## src/rtl/imem_boot_loader.sv

```systemverilog
// imem_boot_loader: receives a length-prefixed byte stream after reset and
// writes it word by word into instruction memory, holding the CPU fetch stage
// until the whole image has been written.
//
// Frame: LEN_HI, LEN_LO (word count N, big-endian), then 4*N data bytes,
// each word MSB first.
//
// Optional feature macro: IMEM_LOAD_CHECKSUM_EN
//   When defined, one trailing checksum byte (XOR of LEN_HI, LEN_LO and all
//   data bytes) is required before Done. A mismatch ends in the error state.
//
// Handshake: RxValid is a one-cycle strobe qualifying RxData. There is no
// ready; every strobed byte is consumed in the cycle it is presented.
// MemWE is a one-cycle write pulse; MemWA/MemWD are valid while it is high.
//
// DbgState exposes the FSM state encoding for observation.

module imem_boot_loader #(
  parameter int ADDR_W    = 8,
  parameter int MAX_WORDS = 2 ** ADDR_W
) (
  input  logic        CLK,
  input  logic        RST,
  input  logic [7:0]  RxData,
  input  logic        RxValid,
  output logic        MemWE,
  output logic [31:0] MemWA,
  output logic [31:0] MemWD,
  output logic        CpuHold,
  output logic        Done,
  output logic        Err,
  output logic [2:0]  DbgState
);

  typedef enum logic [2:0] {
    S_LEN_HI = 3'd0,
    S_LEN_LO = 3'd1,
    S_DATA   = 3'd2,
`ifdef IMEM_LOAD_CHECKSUM_EN
    S_CSUM   = 3'd3,
`endif
    S_DONE   = 3'd4,
    S_ERR    = 3'd5
  } state_t;

  state_t          r_state;
  logic [7:0]      r_len_hi;
  logic [15:0]     r_len;
  logic [ADDR_W:0] r_word_idx;
  logic [1:0]      r_lane;
  logic [31:0]     r_asm;
  logic            r_mem_we;
  logic [31:0]     r_mem_wa;
  logic [31:0]     r_mem_wd;
  logic            r_cpu_hold;
  logic            r_done;
  logic            r_err;
`ifdef IMEM_LOAD_CHECKSUM_EN
  logic [7:0]      r_csum;
  logic [7:0]      w_csum_nxt;
`endif

  state_t          w_state_nxt;
  state_t          w_fin_state;
  logic [7:0]      w_len_hi_nxt;
  logic [15:0]     w_len_nxt;
  logic [15:0]     w_len_rx;
  logic [ADDR_W:0] w_idx_nxt;
  logic [1:0]      w_lane_nxt;
  logic [31:0]     w_asm_nxt;
  logic [31:0]     w_word;
  logic            w_last_word;
  logic            w_wr;
  logic [31:0]     w_wa_nxt;
  logic [31:0]     w_wd_nxt;
  logic            w_done_nxt;
  logic            w_err_nxt;

  // Next-state, datapath and registered-output decode; advances only on RxValid.
  always_comb begin
    w_state_nxt  = r_state;
    w_len_hi_nxt = r_len_hi;
    w_len_nxt    = r_len;
    w_idx_nxt    = r_word_idx;
    w_lane_nxt   = r_lane;
    w_asm_nxt    = r_asm;
    w_wr         = 1'b0;
    w_wa_nxt     = r_mem_wa;
    w_wd_nxt     = r_mem_wd;
    w_len_rx     = {r_len_hi, RxData};
    w_word       = {r_asm[23:0], RxData};
    w_last_word  = ((32'(r_word_idx) + 32'd1) == 32'(r_len));
`ifdef IMEM_LOAD_CHECKSUM_EN
    w_fin_state  = S_CSUM;
    w_csum_nxt   = r_csum;
`else
    w_fin_state  = S_DONE;
`endif

    if (RxValid) begin
      case (r_state)
        S_LEN_HI: begin
          w_len_hi_nxt = RxData;
          w_state_nxt  = S_LEN_LO;
`ifdef IMEM_LOAD_CHECKSUM_EN
          w_csum_nxt   = RxData;
`endif
        end
        S_LEN_LO: begin
          w_len_nxt = w_len_rx;
`ifdef IMEM_LOAD_CHECKSUM_EN
          w_csum_nxt = r_csum ^ RxData;
`endif
          if (w_len_rx == 16'd0) begin
            w_state_nxt = w_fin_state;
          end else if (32'(w_len_rx) > MAX_WORDS) begin
            w_state_nxt = S_ERR;
          end else begin
            w_state_nxt = S_DATA;
          end
        end
        S_DATA: begin
          w_asm_nxt  = w_word;
          w_lane_nxt = r_lane + 2'd1;
`ifdef IMEM_LOAD_CHECKSUM_EN
          w_csum_nxt = r_csum ^ RxData;
`endif
          if (r_lane == 2'd3) begin
            w_wr      = 1'b1;
            w_wa_nxt  = 32'(r_word_idx) << 2;
            w_wd_nxt  = w_word;
            w_idx_nxt = r_word_idx + (ADDR_W + 1)'(1);
            if (w_last_word) begin
              w_state_nxt = w_fin_state;
            end
          end
        end
`ifdef IMEM_LOAD_CHECKSUM_EN
        S_CSUM: begin
          if (RxData == r_csum) begin
            w_state_nxt = S_DONE;
          end else begin
            w_state_nxt = S_ERR;
          end
        end
`endif
        default: begin
          w_state_nxt = r_state;
        end
      endcase
    end

    // Done trails the final write pulse by one cycle; with no write in the
    // same cycle (N=0, checksum byte) it follows the transition directly.
    w_done_nxt = (r_state == S_DONE) || ((w_state_nxt == S_DONE) && !w_wr);
    w_err_nxt  = (w_state_nxt == S_ERR);
  end

  // State, datapath and output registers with asynchronous active-low reset.
  always_ff @(posedge CLK or negedge RST) begin
    if (!RST) begin
      r_state    <= S_LEN_HI;
      r_len_hi   <= 8'd0;
      r_len      <= 16'd0;
      r_word_idx <= '0;
      r_lane     <= 2'd0;
      r_asm      <= 32'd0;
      r_mem_we   <= 1'b0;
      r_mem_wa   <= 32'd0;
      r_mem_wd   <= 32'd0;
      r_cpu_hold <= 1'b1;
      r_done     <= 1'b0;
      r_err      <= 1'b0;
`ifdef IMEM_LOAD_CHECKSUM_EN
      r_csum     <= 8'd0;
`endif
    end else begin
      r_state    <= w_state_nxt;
      r_len_hi   <= w_len_hi_nxt;
      r_len      <= w_len_nxt;
      r_word_idx <= w_idx_nxt;
      r_lane     <= w_lane_nxt;
      r_asm      <= w_asm_nxt;
      r_mem_we   <= w_wr;
      r_mem_wa   <= w_wa_nxt;
      r_mem_wd   <= w_wd_nxt;
      r_cpu_hold <= !w_done_nxt;
      r_done     <= w_done_nxt;
      r_err      <= w_err_nxt;
`ifdef IMEM_LOAD_CHECKSUM_EN
      r_csum     <= w_csum_nxt;
`endif
    end
  end

  assign MemWE    = r_mem_we;
  assign MemWA    = r_mem_wa;
  assign MemWD    = r_mem_wd;
  assign CpuHold  = r_cpu_hold;
  assign Done     = r_done;
  assign Err      = r_err;
  assign DbgState = r_state;

endmodule

```

## config.mk

```make
export PLATFORM = sky130hd
export DESIGN_NAME = imem_boot_loader
export DESIGN_NICKNAME = d
export VERILOG_FILES = /design/src/rtl/imem_boot_loader.sv
export SDC_FILE = /design/constraint.sdc
export NUM_CORES = 1
export LEC_CHECK = 0
export CAP_MARGIN = 15
export CORE_ASPECT_RATIO = 1.4
export CORE_MARGIN = 1
export CORE_UTILIZATION = 46
export CTS_BUF_LIST = sky130_fd_sc_hd__clkbuf_2 sky130_fd_sc_hd__clkbuf_4 sky130_fd_sc_hd__clkbuf_8
export CTS_CLUSTER_DIAMETER = 40
export DETAILED_ROUTE_END_ITERATION = 8
export PLACE_DENSITY = 0.71
export SYNTH_ARGS = -nofsm -noshare
export SYNTH_HDL_FRONTEND = slang
export SYNTH_SLANG_ARGS = --single-unit
```

## constraint.sdc

```tcl
create_clock -name CLK -period 2.45 [get_ports CLK]
set_clock_uncertainty 0.05 [all_clocks]
set_input_delay 0.735 -clock CLK [delete_from_list [all_inputs] [get_ports CLK]]
set_output_delay 0.735 -clock CLK [all_outputs]
set_load 0.03 [all_outputs]
```

== Word-level counts from Yosys, hierarchy flattened ==
Cells that the tools add are included.
Cells by class
  add/subtract/negate cells: 3
  multiplexer cells: 9
  magnitude comparators: 1
  eq/ne operators: 7
  reductions and logical operators: 10
Operator list (number)
  == test 10 x 16 -> 1 bit: 1
  > comparator 16 x 9 -> 1 bit, second input constant: 1
  zero test 16 bit: 1
  2-to-1 mux 3 bit: 5
  adder 9 x 1 -> 10 bit, second input constant: 1
  adder 9 x 1 -> 9 bit, second input constant: 1
  == test 3 bit, second input constant: 3
  case mux 3 bit (3 select lines): 1
  AND reduction 2 bit: 3
  == test 3 x 1 -> 1 bit, second input constant: 1
  == test 3 x 2 -> 1 bit, second input constant: 1
  zero test 3 bit: 1
  2-to-1 mux 1 bit: 3
  AND reduction 3 bit: 1
  adder 2 x 1 -> 2 bit, second input constant: 1
  == test 2 bit, second input constant: 1
  zero test 1 bit: 2
  logical AND 1 bit: 1
  logical OR 1 bit: 1
Storage, ports and cells
  logic and storage cells: 42
  register bits: 107
  output and inout bits: 71
  input bits: 11

== Depth between registers and ports, before layout ==
  depth in word-level cells: 10
  mapped depth: 8
  depth with buffers taken out: 6

== Worst setup path before layout ==
No wires, ideal clock.
  kind: input -> register
  start point: input port RxValid
  end point: register r_len[5]
  stages: 5
  setup slack: 0.413 ns
  setup time: 0.125 ns
  required time: 2.275 ns
  buffers on the path: 2
  arrival time: 1.862 ns
  cell sequence: nand2b_1 > buf_2 > nor3_2 > buf_4 > mux2_2
On the way
  word-level cells in the longest chain between the ends: 1
Ends and longest elaborated chain
  from (decl): line 25  | input logic RxValid,
  AND reduction 2 bit (no source line)
  to (signal assigned): line 180  | r_len <= w_len_nxt;
  to (decl): line 48  | logic [15:0] r_len;
Every way passes these cells.
A chain may end at the register's enable or synchronous reset.

== Worst setup path after layout ==
  start point: register r_state[0], in the netlist DbgState[0]
  end point: output port DbgState[0]
RTL lines
  from (decl): line 46  | state_t r_state;
  from (signal assigned): line 178  | r_state <= w_state_nxt;
  to (decl): line 32  | output logic [2:0] DbgState
No word-level cell between the ends.

==> metrics.txt <==
Root Driver=clkbuf_8; Area growth syn-to-layout=21.5%; adder-cell share of the synthesized area=0.00543; RSZ-0062 raised after global routing=no; Non-Filler Instances=624; total gr overflow=0; relative slew slack=0.666; Worst setup EP type=output port; setup bufs post-CTS=0; routability cong.=roughly 0.78; Pleak=~2.7 nW; CTS sink count=about 110; router iterations before antenna repair=4; Synth Warn #=0; peak supply drop=~0.4 mV; worst-margin pin slew=0.501 ns; XOR/XNOR share of the synthesized area=0.0399; die footprint=approximately 0.010 mm2; first-pass GRT wire length=between 15000 and 20000 um; Inst Count DP=slightly above 600; Worst path max stage delay=just over 0.7 ns; clock-pin slew on the worst setup and hold paths=about 0.09 ns; Max Transition Viols Final=0; initial antenna violation count=0; crit start category=flip-flop; total power=approximately 3.6 mW; final worst setup slack=0.0775 ns; Clock Tree Buf Depth=2; CP Max Fanout=7; Port-buffer cells=just under 60; Via density=4.88; via count=3047; outcome=completed; Die Height=between 100 and 150 um; Core Rows=42; Worst path top cell family by delay=buffers and inverters; Internal Power=2.69 mW; hpwl dp=approximately 6600 um; Final Cycle Share=0.968; number of nets with antenna violations after routing=0; H-tree depth=3; DRC Markers=0; routed len/inst=14.7 um; reg2reg setup slack=roughly 0.31 ns; switch share=0.258; pin count of the biggest net entering global routing=just over 50; Max Clk Rate=421 MHz; cts bufs inserted=9; leading cell types in the layout, fill and taps excluded=131 x nand2_1, 106 x dfrtp_1, 56 x clkdlybuf4s50_1; FFs w/ async S/R, synth=1.00; vias in the first global route=between 3000 and 4000; Starting Density=0.479; Seq cells post-synth=between 100 and 150; ys flop type=dfrtp_1; worst path bufs/invs=1; Fin. Hold Viols=0; GRT Resource Usage Total=0.197; post-synthesis average cell area=about 11 um2; Pwr Density=between 600 and 700 mW/mm2; # diodes=0; Mapped Area=0.00461 mm2; net load switching power=933 uW; clock tree from TritonCTS=built; WP data required=roughly 1.7 ns; Max-Cap Viols=0; sequential power share=0.563; Clk network pwr share=0.312; worst-skew pair later-pin latency=roughly 0.37 ns; core region area=around 0.0096 mm2; compound-cell area share of the yosys netlist=0.0242; Comb pwr share=0.125; layout cells sized above 1=0.199; Synth Area in Simple Gates=0.166; DRT iter0 DRCs=96; multiplexer area fraction after synthesis=0.120; FILL cells=about 800; routed wire length=approximately 9200 um; # nets final=500; critical path, cell by cell=clkdlybuf4s50_1; slowest cell on the critical path=clkdlybuf4s50_1; WP data arrival=between 1.5 and 2 ns; # setup viols final=0; # IOs=82; Post-synth EDFFs=0; largest family of logic cells by synthesized area=simple AND/OR/NAND/NOR gates; Setup WS pre-CTS=-0.179 ns; commonest non-fill, non-tap cell in the layout=nand2_1; count of different cell masters after synthesis=40; final core occ=0.583; Tmin final=2.37 ns; critical path type=reg2out; Synth Instances=415; HP Class=in2async; post-synthesis sequential area ratio=0.581; Die W=just under 90 um
-- final timing paths --
check / from / endpoint / depth (start not counted)
max: DbgState[0]$_DFF_PN0_ / DbgState[0] / 1
min: RST / MemWA[2]$_DFFE_PN0P_ / 1
max reg2reg: r_word_idx[1]$_DFFE_PN0P_ / DbgState[1]$_DFF_PN0_ / 6
min reg2reg: MemWA[5]$_DFFE_PN0P_ / MemWA[5]$_DFFE_PN0P_ / 2
max in group asynchronous: RST / r_len_hi[3]$_DFFE_PN0P_ / 2
min in group CLK: MemWA[5]$_DFFE_PN0P_ / MemWA[5]$_DFFE_PN0P_ / 2
-- cell type report --
class | instances | area [um2] | area share
sequential | 107 | 2680 | 0.478
multi-input combinational | 283 | 1730 | 0.308
timing repair buffer | 81 | 803 | 0.143
clock buffer | 13 | 166 | 0.0297
tap | 132 | 165 | 0.0295
clock inverter | 3 | 46.3 | 0.00826
inverter | 5 | 18.8 | 0.00335
-- power groups by stage --
stage | sequential, mW | clock, mW | combinational, mW
finish | 2.04 | 1.13 | 0.453
global route | 2.06 | 1.23 | 0.495
CTS | 2.04 | 1.16 | 0.459
detailed placement | 2.07 | 0 | 0.458
global placement | 2.07 | 0 | 0.445
floorplan | 2.07 | 0 | 0.304
-- synth_stat cells, types with 2 or more instances --
cell type | n | area, um2
nand2_1 | 131 | 492
dfrtp_1 | 106 | 2650
mux2_2 | 49 | 552
buf_4 | 26 | 195
xnor2_1 | 12 | 105
buf_2 | 11 | 55.1
xor2_1 | 9 | 78.8
nor2_1 | 8 | 30.0
nand3_1 | 5 | 25.0
nand4_1 | 5 | 31.3
o21ai_0 | 5 | 25.0
clkbuf_1 | 4 | 15.0
inv_1 | 4 | 15.0
nor3_1 | 4 | 20.0
nor2b_1 | 3 | 18.8
a21oi_1 | 2 | 10.0
a22oi_1 | 2 | 15.0
ha_1 | 2 | 25.0
nand2b_1 | 2 | 12.5
nor3_2 | 2 | 20.0
nor4_1 | 2 | 12.5
o31ai_1 | 2 | 15.0
or3_1 | 2 | 12.5
-- metal layers --
layer | GRT usage | up-vias | wire length [um]
li1 | - | 1455 | -
met1 | 0.239 | 1499 | 3950
met2 | 0.335 | 77 | 4690
met3 | 0.0444 | 16 | 332
met4 | 0.0823 | 0 | 204
met5 | 0 | - | 0
-- state kept, by name (all words and copies together), names as in the netlist --
register    cells
MemWD          32
r_asm          24
r_len          16
MemWA           9
r_word_idx      9
r_len_hi        8
DbgState        3
r_lane          2
CpuHold         1
Done            1
Err             1
MemWE           1
-- metrics by stage --
step           TNS [ns]  area (um2)  hold WS, ns
6_report              0        5600        0.265
5_1_grt               0        5600        0.283
4_1_cts               0        5600        0.266
3_5_place_dp     -0.595        5390        0.410
3_3_place_gp     -0.306        5390        0.402
2_1_floorplan         0        4690        0.385
-- cells by family (layout without fill, tap and decap cells) --
group | after synthesis | after routing
simple gates | 172 | 172
flops | 107 | 107
mux | 49 | 49
buf+inv | 47 | 102
xor+xnor | 21 | 21
compound gates | 16 | 16
fa+ha+maj | 2 | 2
other cells | 1 | 23
-- repair_timing --
| action | CTS | global route |
|---|---|---|
| hold buffers | 0 | 0 |
| gates resized for setup | 0 | 1 |
| setup endpoints to repair | 0 | 1 |
No activity file was read; power rests on OpenSTA's default activity.
